===== config.mk =====
export PLATFORM = sky130hd
export DESIGN_NAME = quad_encoder_ctr_flat
export DESIGN_NICKNAME = d
export VERILOG_FILES = /design/src/rtl/quad_encoder_ctr_if.sv /design/src/rtl/quad_encoder_ctr.sv /design/src/flat_wrapper.sv
export SDC_FILE = /design/constraint.sdc
export NUM_CORES = 1
export LEC_CHECK = 0
export BUFFER_PORTS_ARGS = -buffer_cell sky130_fd_sc_hd__buf_2
export CAP_MARGIN = 30
export CORE_MARGIN = 5
export CORE_UTILIZATION = 30
export CTS_BUF_LIST = sky130_fd_sc_hd__clkbuf_4 sky130_fd_sc_hd__clkbuf_8
export DETAILED_ROUTE_END_ITERATION = 10
export PLACE_DENSITY = 0.46
export SLEW_MARGIN = 20
export SYNTH_ARGS = -nofsm -noshare
export SYNTH_HDL_FRONTEND = slang
export SYNTH_SLANG_ARGS = --single-unit

===== constraint.sdc =====
create_clock -name clk -period 2.32 [get_ports clk]
set_clock_uncertainty 0.2 [all_clocks]
set_input_delay 0.464 -clock clk [delete_from_list [all_inputs] [get_ports clk]]
set_output_delay 0.464 -clock clk [all_outputs]
set_load 0.02 [all_outputs]

===== src/rtl/quad_encoder_ctr_if.sv =====
// Encoder counter bus: raw pins and controls in, count and status pulses out.
//   a, b        raw quadrature phases (asynchronous)
//   enable      1 = accumulated steps update value
//   load        parallel load strobe, load_value is the value loaded
//   value       current count
//   step_pulse  one-cycle pulse per detent step taken
//   direction   direction of last step (1 = up)
//   error       one-cycle pulse on an illegal (double-bit) transition
interface quad_encoder_ctr_if #(
  parameter int unsigned WIDTH = 8
);
  logic             a;
  logic             b;
  logic             enable;
  logic             load;
  logic [WIDTH-1:0] load_value;
  logic [WIDTH-1:0] value;
  logic             step_pulse;
  logic             direction;
  logic             error;

  modport master (
    output a, b, enable, load, load_value,
    input  value, step_pulse, direction, error
  );

  modport slave (
    input  a, b, enable, load, load_value,
    output value, step_pulse, direction, error
  );
endinterface


===== src/rtl/quad_encoder_ctr.sv =====
// Quadrature rotary-encoder counter: synchronises and debounces A/B, decodes
// all four edges, groups quarter-steps into detents and updates a bounded
// (saturating or wrapping) count with parallel load and enable.
//   clk    clock
//   reset  synchronous, active-high reset
//   bus    quad_encoder_ctr_if slave: pins/controls in, value/status out
module quad_encoder_ctr #(
  parameter int unsigned      WIDTH            = 8,
  parameter int unsigned      SYNC_STAGES      = 2,
  parameter int unsigned      DEBOUNCE_CYCLES  = 4,
  parameter int unsigned      STEPS_PER_DETENT = 1,
  parameter int unsigned      SATURATE         = 0,
  parameter logic [WIDTH-1:0] MIN_VALUE        = '0,
  parameter logic [WIDTH-1:0] MAX_VALUE        = {WIDTH{1'b1}}
) (
  input  logic               clk,
  input  logic               reset,
  quad_encoder_ctr_if.slave  bus
);

  localparam int unsigned CNT_W     = $clog2(DEBOUNCE_CYCLES + 2);
  localparam int unsigned BLANK_LEN = SYNC_STAGES + DEBOUNCE_CYCLES + 2;
  localparam int unsigned BLANK_W   = $clog2(BLANK_LEN + 1);
  localparam int unsigned ACC_W     = 4;
  // Accumulator limits as two's-complement patterns
  localparam logic [ACC_W-1:0] ACC_POS = ACC_W'(STEPS_PER_DETENT);
  localparam logic [ACC_W-1:0] ACC_NEG = ~ACC_POS + ACC_W'(1);

  // Synchroniser chain, {a,b} per stage
  logic [SYNC_STAGES-1:0][1:0] sync_q;
  logic [1:0]                  sync_out;

  always_ff @(posedge clk) begin
    if (reset) sync_q <= '0;
    else       sync_q <= {sync_q[SYNC_STAGES-2:0], {bus.a, bus.b}};
  end

  assign sync_out = sync_q[SYNC_STAGES-1];

  // Startup blanking counter
  logic [BLANK_W-1:0] blank_q;
  logic               blank;

  always_ff @(posedge clk) begin
    if (reset)              blank_q <= BLANK_W'(BLANK_LEN);
    else if (blank_q != '0) blank_q <= blank_q - BLANK_W'(1);
  end

  assign blank = (blank_q != '0);

  // Per-input debounce filter
  logic [1:0] filt;

  for (genvar gi = 0; gi < 2; gi++) begin : g_filt
    if (DEBOUNCE_CYCLES == 0) begin : g_pass
      assign filt[gi] = sync_out[gi];
    end else begin : g_deb
      logic [CNT_W-1:0] cnt_q;
      logic             lvl_q;

      always_ff @(posedge clk) begin
        if (reset) begin
          cnt_q <= '0;
          lvl_q <= 1'b0;
        end else if (blank) begin
          // Adopt whatever level the pin sits at without counting
          cnt_q <= '0;
          lvl_q <= sync_out[gi];
        end else if (sync_out[gi] == lvl_q) begin
          cnt_q <= '0;
        end else if (cnt_q == CNT_W'(DEBOUNCE_CYCLES - 1)) begin
          cnt_q <= '0;
          lvl_q <= sync_out[gi];
        end else begin
          cnt_q <= cnt_q + CNT_W'(1);
        end
      end

      assign filt[gi] = lvl_q;
    end
  end

  // Previous filtered state, tracked every cycle
  logic [1:0] prev_q;

  always_ff @(posedge clk) begin
    if (reset) prev_q <= 2'b00;
    else       prev_q <= filt;
  end

  // Quarter-step decode on {prev, current}
  logic qs_up, qs_dn, illegal;

  always_comb begin
    qs_up   = 1'b0;
    qs_dn   = 1'b0;
    illegal = 1'b0;
    case ({prev_q, filt})
      4'b0010, 4'b1011, 4'b1101, 4'b0100: qs_up   = 1'b1;
      4'b0001, 4'b0111, 4'b1110, 4'b1000: qs_dn   = 1'b1;
      4'b0011, 4'b1100, 4'b0110, 4'b1001: illegal = 1'b1;
      default: ;
    endcase
    if (blank) begin
      qs_up   = 1'b0;
      qs_dn   = 1'b0;
      illegal = 1'b0;
    end
  end

  // Detent accumulator and value update
  logic [WIDTH-1:0] value_q, value_d;
  logic [ACC_W-1:0] acc_q, acc_d;
  logic             step_q, step_d;
  logic             dir_q, dir_d;
  logic             error_q, error_d;
  logic             step_up, step_dn;
  logic [ACC_W-1:0] acc_inc, acc_dec;

  assign acc_inc = acc_q + ACC_W'(1);
  assign acc_dec = acc_q - ACC_W'(1);

  always_comb begin
    value_d = value_q;
    acc_d   = acc_q;
    step_d  = 1'b0;
    dir_d   = dir_q;
    error_d = illegal;
    step_up = 1'b0;
    step_dn = 1'b0;

    if (bus.load) begin
      value_d = bus.load_value;
      acc_d   = '0;
    end else if (!bus.enable) begin
      acc_d = '0;
    end else begin
      if (qs_up) begin
        if (acc_inc == ACC_POS) begin
          step_up = 1'b1;
          acc_d   = '0;
        end else begin
          acc_d = acc_inc;
        end
      end else if (qs_dn) begin
        if (acc_dec == ACC_NEG) begin
          step_dn = 1'b1;
          acc_d   = '0;
        end else begin
          acc_d = acc_dec;
        end
      end

      if (step_up) begin
        step_d = 1'b1;
        dir_d  = 1'b1;
        if (value_q == MAX_VALUE) value_d = (SATURATE != 0) ? value_q : MIN_VALUE;
        else                      value_d = value_q + WIDTH'(1);
      end else if (step_dn) begin
        step_d = 1'b1;
        dir_d  = 1'b0;
        if (value_q == MIN_VALUE) value_d = (SATURATE != 0) ? value_q : MAX_VALUE;
        else                      value_d = value_q - WIDTH'(1);
      end
    end
  end

  always_ff @(posedge clk) begin
    if (reset) begin
      value_q <= MIN_VALUE;
      acc_q   <= '0;
      step_q  <= 1'b0;
      dir_q   <= 1'b0;
      error_q <= 1'b0;
    end else begin
      value_q <= value_d;
      acc_q   <= acc_d;
      step_q  <= step_d;
      dir_q   <= dir_d;
      error_q <= error_d;
    end
  end

  assign bus.value      = value_q;
  assign bus.step_pulse = step_q;
  assign bus.direction  = dir_q;
  assign bus.error      = error_q;

endmodule


===== src/flat_wrapper.sv =====
// flat-port wrapper written by rule: the top's interface ports become plain ports
module quad_encoder_ctr_flat 
#(
  parameter int unsigned      WIDTH            = 8,
  parameter int unsigned      SYNC_STAGES      = 2,
  parameter int unsigned      DEBOUNCE_CYCLES  = 4,
  parameter int unsigned      STEPS_PER_DETENT = 1,
  parameter int unsigned      SATURATE         = 0,
  parameter logic [WIDTH-1:0] MIN_VALUE        = '0,
  parameter logic [WIDTH-1:0] MAX_VALUE        = {WIDTH{1'b1}}
)
  (clk, reset, bus_a, bus_b, bus_enable, bus_load, bus_load_value, bus_value, bus_step_pulse, bus_direction, bus_error);
  quad_encoder_ctr_if #(.WIDTH(WIDTH)) bus_i ();
  input  logic clk;
  input  logic reset;
  input wire logic [$bits(bus_i.a)-1:0] bus_a;
  input wire logic [$bits(bus_i.b)-1:0] bus_b;
  input wire logic [$bits(bus_i.enable)-1:0] bus_enable;
  input wire logic [$bits(bus_i.load)-1:0] bus_load;
  input wire logic [$bits(bus_i.load_value)-1:0] bus_load_value;
  output wire logic [$bits(bus_i.value)-1:0] bus_value;
  output wire logic [$bits(bus_i.step_pulse)-1:0] bus_step_pulse;
  output wire logic [$bits(bus_i.direction)-1:0] bus_direction;
  output wire logic [$bits(bus_i.error)-1:0] bus_error;
  assign bus_i.a = bus_a;
  assign bus_i.b = bus_b;
  assign bus_i.enable = bus_enable;
  assign bus_i.load = bus_load;
  assign bus_i.load_value = bus_load_value;
  assign bus_value = bus_i.value;
  assign bus_step_pulse = bus_i.step_pulse;
  assign bus_direction = bus_i.direction;
  assign bus_error = bus_i.error;
  quad_encoder_ctr #(.WIDTH(WIDTH), .SYNC_STAGES(SYNC_STAGES), .DEBOUNCE_CYCLES(DEBOUNCE_CYCLES), .STEPS_PER_DETENT(STEPS_PER_DETENT), .SATURATE(SATURATE), .MIN_VALUE(MIN_VALUE), .MAX_VALUE(MAX_VALUE)) u_core (.clk(clk), .reset(reset), .bus(bus_i));
endmodule

==> run_results.csv, run 1 <==
group,metric,value,unit
critical_path,worstSetupPathType,"reg2reg",
route,detail_route.first_pass.iterations,4,
pwr,irDropWorstVdd,0.314,mV
route,vias,1843,
floorplanning,row_count,30,
clock_tree,clk-insertion-delay-late,0.28,ns
sta,setup_viol,0,
min_path,holdCritPathClass,"in2reg",
global_route,grt_max_degree,23,
sta,finalCriticalPeriod,2.22,ns
critical_path,crit_path_max_incr_delay,0.36,ns
final_layout,layout_commonest_cell,"dfxtp_1",
critical_path,regToRegSetupSlack,0.1,ns
final_layout,nets,312,
clock_tree,clockBufferDepth,2,
sta,layout_setup_ws,0.0990,ns
route,ant_nets,0,
floorplanning,fp.dieH,92.1,um
global_route,groute.usage.overall,0.120,
min_path,holdPathStages,2,
clock_tree,cts_tree,"built",
critical_path,cp.arrival,2.21,ns
sta,hold_viol,0,
critical_path,crit_slowest_cell,"or3_1",
critical_path,end_kind,"flop",
status,outcome,"finished, final reports clean",
critical_path,crit_family,"compound AO/OA/AOI/OAI gates",
final_layout,area_delta_synth_final,24.5,%
logic_synthesis,synth_seq_cells,33,
critical_path,path_cells,"buf_4, or3_1, a211oi_2, and2_4, o211ai_4, a211o_1, a311oi_1",
placed_design,placed_cells,359,
final_layout,final_cells,368,
global_route,grt_overflow,0,
final_layout,ff_latch_area,661,um^2
final_layout,finish.instance_area,2520,um^2
logic_synthesis,synthesis.area,2020,um^2
route,drcViolationCount,0,
floorplanning,die_width,92.1,um
sta,slew_headroom,0.706,
min_path,hold_start,"bus_b",
sta,timing.fmax,0.450,GHz
critical_path,r2r_start,"u_core.acc_q[0]$_SDFFE_PP0P_",
logic_synthesis,ys_warn_count,0,
logic_synthesis,async_reset_ff_frac,0,
clock_tree,htree_levels,2,
floorplanning,core_area,6680,um^2
route,via_per_inst,5.01,
min_path,min_to,"u_core.sync_q[0]$_SDFF_PP0_",
logic_synthesis,ys.flop_type,"dfxtp_1",
final_layout,drive_gt1_frac,0.271,
logic_synthesis,yosysUniqueCellTypes,57,
placed_design,pre_cts_ws,-0.0105,ns
sta,drv_slew,0,
clock_tree,cts_sinks,33,
final_layout,fillerInstances,704,
critical_path,critPathMaxFanout,11,
pwr,p_leak,1.06,nW
critical_path,cp.buffers_inverters,1,
floorplanning,fp.dieArea,8480,um^2
logic_synthesis,synth_fp_nets,269,
critical_path,rr_worst_depth,7,
clock_tree,cts_inserted_buffers,5,
placed_design,placed_area,2360,um^2
floorplanning,pin_count,25,
placed_design,portBuffers,24,
global_route,antenna_found_initial,0,
critical_path,worstPathRequired,2.31,ns
logic_synthesis,avgSynthCellArea,8.28,um^2
critical_path,critPathLaunchType,"flop",
final_layout,final_cell_mix,"dfxtp_1 (33), buf_4 (27), nor2_1 (26)",
placed_design,dp_hpwl,3590,um
placed_design,gpl.final_weighted_congestion,0.844,
sta,fin_crit_sh,0.957,
route,routed_wl,4830,um
sta,grt_setup_unrepaired,"yes",
logic_synthesis,synth-edff-count,0,
final_layout,antenna_cells,0,
sta,setup_tns,0,ns
route,wire_per_inst,13.1,um
floorplanning,floorplan.initialDensity,0.302,
flow_run,maxCapViolations,0,
logic_synthesis,netlist_instances,244,
global_route,grt_pass1_wl,8220,um
sta,whs,0.194,ns
logic_synthesis,ys_seq_area_frac,0.327,
critical_path,worstReg2RegEnd,"u_core.bus.value[0]$_SDFFE_PP0P_",
pwr,powerDensity,651,nW/um^2
sta,worst_slew_pin_slew,0.441,ns
global_route,grt_pass1_vias,1699,
route,initialDrtViolationCount,120,
clock_tree,ctsRootBufferMaster,"clkbuf_8",
clock_tree,clkSlewWorstSetupHoldPaths,0.07,ns
final_layout,multi_input_area,1240,um^2
-- stage by stage --
| stage | power [mW] | utilization |
|---|---|---|
| 2_1_floorplan | 0.960 | - |
| 3_3_place_gp | 1.08 | 0.353 |
| 3_5_place_dp | 1.08 | 0.353 |
| 4_1_cts | 1.66 | 0.373 |
| 5_1_grt | 1.74 | 0.377 |
| 6_report | 1.64 | 0.377 |
-- synthesized netlist by cell type (3+ instances only) --
master / number / share of area
or3_1: 3 / 0.0093
xnor2_1: 10 / 0.043
a21oi_1: 11 / 0.027
clkbuf_1: 8 / 0.015
ha_1: 11 / 0.068
inv_1: 17 / 0.032
nand2_1: 16 / 0.030
a21o_1: 3 / 0.011
dfxtp_1: 33 / 0.33
nand3_1: 11 / 0.027
o21ai_0: 4 / 0.0099
a211oi_1: 4 / 0.015
nor3_1: 8 / 0.020
buf_2: 6 / 0.015
or4_1: 3 / 0.011
a31oi_1: 4 / 0.012
o21ai_1: 3 / 0.0074
nor4_1: 4 / 0.012
nor2_1: 26 / 0.048
o22ai_1: 3 / 0.0093
and2_1: 4 / 0.012
nor2b_1: 7 / 0.022
-- metal layers --
metal | up-vias | share of wire | global-route usage | wire length (um)
li1 | 947 | - | - | -
met1 | 829 | 0.49 | 0.171 | 2380
met2 | 56 | 0.43 | 0.178 | 2080
met4 | 0 | 0.021 | 0.0433 | 102
met3 | 11 | 0.056 | 0.0230 | 269
met5 | - | 0 | 0 | 0
-- power breakdown --
part	switching, mW	internal [mW]	leakage, nW	total (mW)
registers	0.0434	0.614	0.270	0.657
clock network	0.200	0.362	0.0619	0.561
logic	0.222	0.198	0.724	0.420
total	0.465	1.17	1.06	1.64
-- worst reg2reg max path, stage by stage, from the launching register on --
cell	delay (ns)
dfxtp_1	0.31
buf_4	0.15
or3_1	0.36
a211oi_2	0.24
and2_4	0.21
o211ai_4	0.15
a211o_1	0.26
a311oi_1	0.24
-- repair_timing --
| item | 4_1_cts | 5_1_grt |
|---|---|---|
| setup endpoints to repair | 1 | 7 |
| hold buffers | 0 | 0 |
| pin swaps | 0 | 3 |
| gates cloned | 0 | 0 |
| buffers inserted | 0 | 1 |
| resized for setup | 1 | 5 |
-- logic make-up (layout without fill, tap and decap cells) --
kind of cell | after synthesis | after routing | share of synthesized area
xor gates and xnor gates | 13 | 13 | 0.0601
DFF | 33 | 33 | 0.327
AOI/OAI and AO/OA | 56 | 56 | 0.212
muxes | 2 | 2 | 0.00991
adders and majority gates | 11 | 11 | 0.0681
buffers and inverters | 33 | 77 | 0.0724
and+or+nand+nor | 96 | 96 | 0.250
-- flip-flops by register name (all words and copies together), names as in the netlist --
register                   flops
u_core.bus.value               8
u_core.g_filt.g_deb.cnt_q      6
u_core.acc_q                   4
u_core.blank_q                 4
u_core.g_filt.g_deb.lvl_q      2
u_core.prev_q                  2
u_core.sync_out                2
u_core.sync_q                  2
u_core.bus.direction           1
u_core.bus.error               1
u_core.bus.step_pulse          1
-- how the worst max path moves through the flow --
stage / startpoint / endpoint / cells after the start
3_5_place_dp: u_core.acc_q[0]$_SDFFE_PP0P_ / u_core.bus.value[0]$_SDFFE_PP0P_ / 7
2_1_floorplan: u_core.blank_q[0]$_SDFFE_PP0P_ / u_core.bus.value[4]$_SDFFE_PP0P_ / 9
5_1_grt: u_core.acc_q[0]$_SDFFE_PP0P_ / u_core.bus.value[0]$_SDFFE_PP0P_ / 7
6_report: u_core.acc_q[0]$_SDFFE_PP0P_ / u_core.bus.value[0]$_SDFFE_PP0P_ / 7
4_1_cts: u_core.blank_q[1]$_SDFFE_PP0P_ / u_core.bus.value[2]$_SDFFE_PP0P_ / 8
3_3_place_gp: u_core.acc_q[0]$_SDFFE_PP0P_ / u_core.bus.value[0]$_SDFFE_PP0P_ / 7
-- final cells by class --
class,instances,area share
clock buffer,7,0.0358
clock inverter,1,0.0119
inverter,17,0.0254
multi-input combinational,178,0.492
sequential,33,0.263
tap,80,0.0398
timing repair buffer,52,0.133
(Power assumes the default switching activity.)
==> run 2, diff against run 1 <==
- CTS_BUF_LIST: sky130_fd_sc_hd__clkbuf_4 sky130_fd_sc_hd__clkbuf_8 -> sky130_fd_sc_hd__clkbuf_8 sky130_fd_sc_hd__clkbuf_16
==> run 2 against run 1 <==
Net effect: critical path depth unchanged; clock power down 3%; first-iteration DRC count down 3.3%; sequential power about the same; via count unchanged; setup slack about the same; clock-buffer cell count down 1; global-route usage unchanged; final cell count unchanged; die area unchanged; combinational power about the same.
==> run_results.csv, run 2 (synthesized netlist as in run 1, its figures left out) <==
group,metric,value,unit
status,outcome,"finished, final reports clean",
final_layout,finish.utilization,0.376,
critical_path,rr_worst_depth,7,
pwr,p_clk_frac,0.336,
route,via_per_inst,5.01,
route,vias,1843,
min_path,min_to,"u_core.sync_q[0]$_SDFF_PP0_",
critical_path,crit_family,"compound AO/OA/AOI/OAI gates",
clock_tree,hold_buffers,0,
clock_tree,cts_sinks,33,
placed_design,placed_cells,359,
floorplanning,pin_count,25,
clock_tree,ctsRootBufferMaster,"clkbuf_8",
sta,setup_viol,0,
sta,grt_setup_unrepaired,"yes",
placed_design,portBuffers,24,
pwr,p_leak,1.06,nW
placed_design,dp_hpwl,3590,um
route,drcViolationCount,0,
clock_tree,htree_levels,2,
pwr,power_frac_comb,0.259,
critical_path,worstReg2RegEnd,"u_core.bus.value[0]$_SDFFE_PP0P_",
critical_path,cp.buffers_inverters,1,
final_layout,final_cell_mix,"dfxtp_1 (33), buf_4 (27), nor2_1 (26)",
final_layout,area_delta_synth_final,24.3,%
sta,hold_viol,0,
final_layout,largest_reg_flops,8,
clock_tree,clk-insertion-delay-late,0.28,ns
placed_design,pre_cts_ws,-0.0105,ns
pwr,p_total,1.62,mW
floorplanning,floorplan.initialDensity,0.302,
clock_tree,clockBufferDepth,2,
global_route,grt_pass1_vias,1699,
final_layout,fillerInstances,703,
floorplanning,fp.dieArea,8480,um^2
min_path,holdCritPathClass,"in2reg",
flow_run,maxCapViolations,0,
sta,setup_tns,0,ns
sta,slew_headroom,0.706,
min_path,holdPathStages,2,
global_route,antenna_found_initial,0,
global_route,grt_pass1_wl,8220,um
critical_path,critPathLaunchType,"flop",
critical_path,r2r_start,"u_core.acc_q[0]$_SDFFE_PP0P_",
critical_path,cp.arrival,2.21,ns
floorplanning,fp.dieH,92.1,um
route,wire_per_inst,13.1,um
critical_path,path_cells,"buf_4, or3_1, a211oi_2, and2_4, o211ai_4, a211o_1, a311oi_1",
final_layout,final_cells,368,
sta,layout_setup_ws,0.0987,ns
sta,finalCriticalPeriod,2.22,ns
route,routed_wl,4830,um
floorplanning,core_area,6680,um^2
critical_path,end_kind,"flop",
critical_path,crit_slowest_cell,"or3_1",
global_route,grt_overflow,0,
pwr,seqPwrFrac,0.405,
final_layout,drive_gt1_frac,0.267,
sta,worst_slew_pin_slew,0.441,ns
critical_path,worstPathRequired,2.31,ns
min_path,hold_start,"bus_b",
clock_tree,clkSlewWorstSetupHoldPaths,0.07,ns
floorplanning,row_count,30,
global_route,groute.usage.overall,0.120,
route,ant_nets,0,
global_route,grt_max_degree,23,
route,detail_route.first_pass.iterations,4,
critical_path,regToRegSetupSlack,0.1,ns
pwr,swShare,0.287,
sta,fin_crit_sh,0.957,
route,initialDrtViolationCount,116,
pwr,power.internal,1.16,mW
critical_path,crit_path_max_incr_delay,0.36,ns
pwr,irDropWorstVdd,0.306,mV
floorplanning,die_width,92.1,um
pwr,p_switching,0.465,mW
sta,drv_slew,0,
final_layout,antenna_cells,0,
critical_path,worstSetupPathType,"reg2reg",
pwr,powerDensity,646,nW/um^2
sta,timing.fmax,0.450,GHz
final_layout,nets,312,
final_layout,layout_commonest_cell,"dfxtp_1",
placed_design,gpl.final_weighted_congestion,0.844,
clock_tree,cts_inserted_buffers,5,
critical_path,critPathMaxFanout,11,
clock_tree,cts_tree,"built",
run 2: changes by cell type in the layout (fill, tap and decap cells not counted), sizes merged:
cell	before	now
clkbuf	7	6
inv	17	18
run 2: routing by layer:
metal / global-route usage / vias up / routed length [um] / share of wire
li1: - / 947 / - / -
met1: 0.171 / 829 / 2380 / 0.49
met2: 0.178 / 56 / 2080 / 0.43
met3: 0.0230 / 11 / 269 / 0.056
met4: 0.0433 / 0 / 102 / 0.021
met5: 0 / - / 0 / 0
run 2: what timing repair did:
| action | 4_1_cts | 5_1_grt |
|---|---|---|
| gates resized for setup | 1 | 5 |
| pin swaps | 0 | 3 |
| buffers inserted | 0 | 1 |
| setup endpoints to repair | 1 | 7 |
run 2: worst max-delay path by stage:
stage / start / end / slack [ns] / cells past startpoint
6_report: u_core.acc_q[0]$_SDFFE_PP0P_ / u_core.bus.value[0]$_SDFFE_PP0P_ / 0.1 / 7
5_1_grt: u_core.acc_q[0]$_SDFFE_PP0P_ / u_core.bus.value[0]$_SDFFE_PP0P_ / -0.04 / 7
4_1_cts: u_core.blank_q[1]$_SDFFE_PP0P_ / u_core.bus.value[2]$_SDFFE_PP0P_ / 0.03 / 8
3_5_place_dp: u_core.acc_q[0]$_SDFFE_PP0P_ / u_core.bus.value[0]$_SDFFE_PP0P_ / -0.01 / 7
3_3_place_gp: u_core.acc_q[0]$_SDFFE_PP0P_ / u_core.bus.value[0]$_SDFFE_PP0P_ / 0.03 / 7
2_1_floorplan: u_core.blank_q[0]$_SDFFE_PP0P_ / u_core.bus.value[4]$_SDFFE_PP0P_ / 0.12 / 9
run 2: power by group through the flow:
| stage | Clock, mW | Combinational, mW | Sequential, mW |
|---|---|---|---|
| 6_report | 0.546 | 0.420 | 0.657 |
| 2_1_floorplan | 0 | 0.283 | 0.676 |
| 3_3_place_gp | 0 | 0.411 | 0.670 |
| 3_5_place_dp | 0 | 0.412 | 0.671 |
| 5_1_grt | 0.588 | 0.473 | 0.664 |
| 4_1_cts | 0.570 | 0.418 | 0.658 |
run 2: cell type report:
type                            instances  area [um^2]  area share
Clock buffer                            6         82.6      0.0329
Timing Repair Buffer                   52          334       0.133
Multi-Input combinational cell        178         1240       0.493
Sequential cell                        33          661       0.263
Clock inverter                          2         33.8      0.0134
Tap cell                               80          100      0.0398
Inverter                               17         63.8      0.0254
run 2: worst register-to-register path, delay by kind of cell (launching register included):
kind | cells | cell delay (ns)
and+or+nand+nor | 2 | 0.57
DFF | 1 | 0.31
AOI/OAI and AO/OA | 4 | 0.89
buffers and inverters | 1 | 0.15
run 2: stage by stage:
| step | instance area (um^2) | hold slack [ns] |
|---|---|---|
| floorplan | 2020 | 0.199 |
| global placement | 2360 | 0.211 |
| detailed placement | 2360 | 0.217 |
| CTS | 2490 | 0.181 |
| global route | 2510 | 0.202 |
| finish | 2510 | 0.194 |
==> run 3, diff against run 2 <==
- BUFFER_PORTS_ARGS: -buffer_cell sky130_fd_sc_hd__buf_2 -> not set
- CORE_UTILIZATION: 30 -> 35
- DONT_BUFFER_PORTS: not set -> 1
- PLACE_DENSITY: 0.46 -> 0.62
==> run 3 against run 2 <==
Net effect: sequential share of layout area barely moved; design area rose by 0.30%; maximum frequency fell by 0.59%; largest cell class unchanged; utilization rose by 7.6 points; first-iteration DRC count rose by 61%; sequential power rose by 0.9%; non-clock buffer count fell by 18.
==> run_results.csv, run 3 (synthesized netlist as in run 1, its figures left out) <==
group,metric,value,unit
status,outcome,"finished, final reports clean",
route,vias,1872,
final_layout,largest_reg_flops,8,
min_path,holdCritPathClass,"in2reg",
clock_tree,cts_tree,"built",
pwr,p_leak,0.971,nW
clock_tree,clk-insertion-delay-late,0.29,ns
placed_design,portBuffers,0,
critical_path,rr_worst_depth,9,
critical_path,worstSetupPathType,"reg2reg",
clock_tree,cts_sinks,33,
clock_tree,clockBufferDepth,2,
route,via_per_inst,5.46,
global_route,antenna_found_initial,0,
flow_run,maxCapViolations,0,
sta,fin_crit_sh,0.963,
floorplanning,pin_count,25,
critical_path,cp-startpoint,"u_core.acc_q[1]$_SDFFE_PP0P_",
final_layout,final_cell_mix,"dfxtp_1 (31), buf_4 (29), nor2_1 (25)",
final_layout,nets,295,
pwr,powerDensity,661,nW/um^2
clock_tree,hold_buffers,0,
min_path,hold_start,"reset",
sta,setup_viol,0,
critical_path,worstReg2RegEnd,"u_core.bus.value[2]$_SDFFE_PP0P_",
final_layout,drive_gt1_frac,0.269,
sta,timing.fmax,0.447,GHz
route,drcViolationCount,0,
floorplanning,fp.dieArea,7390,um^2
route,wire_per_inst,14.8,um
global_route,grt_max_degree,28,
floorplanning,row_count,27,
final_layout,ff_latch_area,663,um^2
global_route,groute.usage.overall,0.142,
floorplanning,die_width,86.0,um
global_route,grt_pass1_vias,1813,
sta,whs,0.0293,ns
placed_design,placed_area,2260,um^2
clock_tree,clkSlewWorstSetupHoldPaths,0.08,ns
clock_tree,cts_inserted_buffers,5,
route,top_layer,"met4",
critical_path,critPathMaxFanout,8,
sta,drv_slew,0,
final_layout,fillerInstances,548,
min_path,holdPathStages,1,
pwr,irDropWorstVdd,0.449,mV
sta,finalCriticalPeriod,2.23,ns
sta,slew_headroom,0.707,
route,detail_route.first_pass.iterations,4,
sta,worst_slew_pin_slew,0.439,ns
final_layout,multi_input_area,1320,um^2
critical_path,r2r_start,"u_core.acc_q[1]$_SDFFE_PP0P_",
route,wl_met1,2320,um
floorplanning,core_area,5570,um^2
pwr,p_total,1.66,mW
global_route,grt_pass1_wl,8460,um
clock_tree,ctsRootBufferMaster,"clkbuf_8",
placed_design,gpl.final_weighted_congestion,0.839,
sta,hold_viol,0,
critical_path,worstPathRequired,2.33,ns
route,wl_met2,2280,um
route,ant_nets,0,
route,wl_met3,343,um
critical_path,regToRegSetupSlack,0.09,ns
critical_path,end_kind,"flop",
placed_design,dp_hpwl,3490,um
floorplanning,fp.dieH,86.0,um
critical_path,critPathLaunchType,"flop",
final_layout,antenna_cells,0,
floorplanning,floorplan.initialDensity,0.363,
critical_path,cp.arrival,2.24,ns
global_route,grt_overflow,0,
clock_tree,htree_levels,2,
final_layout,layout_commonest_cell,"dfxtp_1",
min_path,min_to,"u_core.g_filt[0].g_deb.lvl_q$_SDFFE_PP0P_",
final_layout,finish.instance_area,2520,um^2
final_layout,area_delta_synth_final,24.7,%
route,initialDrtViolationCount,187,
route,routed_wl,5080,um
==> run 3: report_power, final <==
part	internal, mW	switching (mW)
combinational	0.207	0.227
sequential	0.615	0.0475
clock	0.322	0.247
==> run 3: worst max-delay path by stage <==
| stage | endpoint | cells after the start |
|---|---|---|
| floorplan | u_core.bus.value[4]$_SDFFE_PP0P_ | 9 |
| global placement | u_core.bus.value[0]$_SDFFE_PP0P_ | 7 |
| detailed placement | u_core.bus.value[0]$_SDFFE_PP0P_ | 7 |
| CTS | u_core.bus.value[0]$_SDFFE_PP0P_ | 7 |
| global route | u_core.bus.value[3]$_SDFFE_PP0P_ | 10 |
| finish | u_core.bus.value[2]$_SDFFE_PP0P_ | 9 |
==> run 3: cell type report <==
cell class | count | share of cell area
clock buffers | 5 | 0.0273
multi-input cells | 179 | 0.524
inverters | 17 | 0.0253
well taps | 72 | 0.0357
flip-flops and latches | 33 | 0.263
clock inverters | 3 | 0.0184
repair buffers | 34 | 0.106
==> run 3: per-stage QoR <==
step / instances / util / worst slack (ns) / setup TNS [ns]
2_1_floorplan: 244 / - / 0.124 / 0
5_1_grt: 343 / 0.452 / -0.0416 / -0.125
4_1_cts: 339 / 0.429 / 0.0220 / 0
3_5_place_dp: 331 / 0.406 / -0.0340 / -0.0340
3_3_place_gp: 331 / 0.406 / -0.0155 / -0.0155
6_report: 343 / 0.452 / 0.0854 / 0
==> run 3: critical path, stage by stage (launching register included) <==
cell	delay, ns
dfxtp_1	0.34
buf_4	0.16
inv_1	0.05
ha_2	0.20
nand4_1	0.13
buf_4	0.17
or3_4	0.44
nand3_2	0.09
o211ai_2	0.09
a221oi_2	0.27
==> run 3: what timing repair did <==
item	CTS	global route
cloned	0	2
resized for setup	2	24
setup buffers	0	2
pin swaps	0	12
endpoints found under the hold margin	0	0
setup endpoints to repair	3	9
==> run 3: metal layers <==
| layer | GRT usage | vias to the layer above |
|---|---|---|
| met2 | 0.219 | 60 |
| met3 | 0.0346 | 13 |
| met4 | 0.0748 | 0 |
| met1 | 0.183 | 877 |
| met5 | 0 | - |
| li1 | - | 922 |
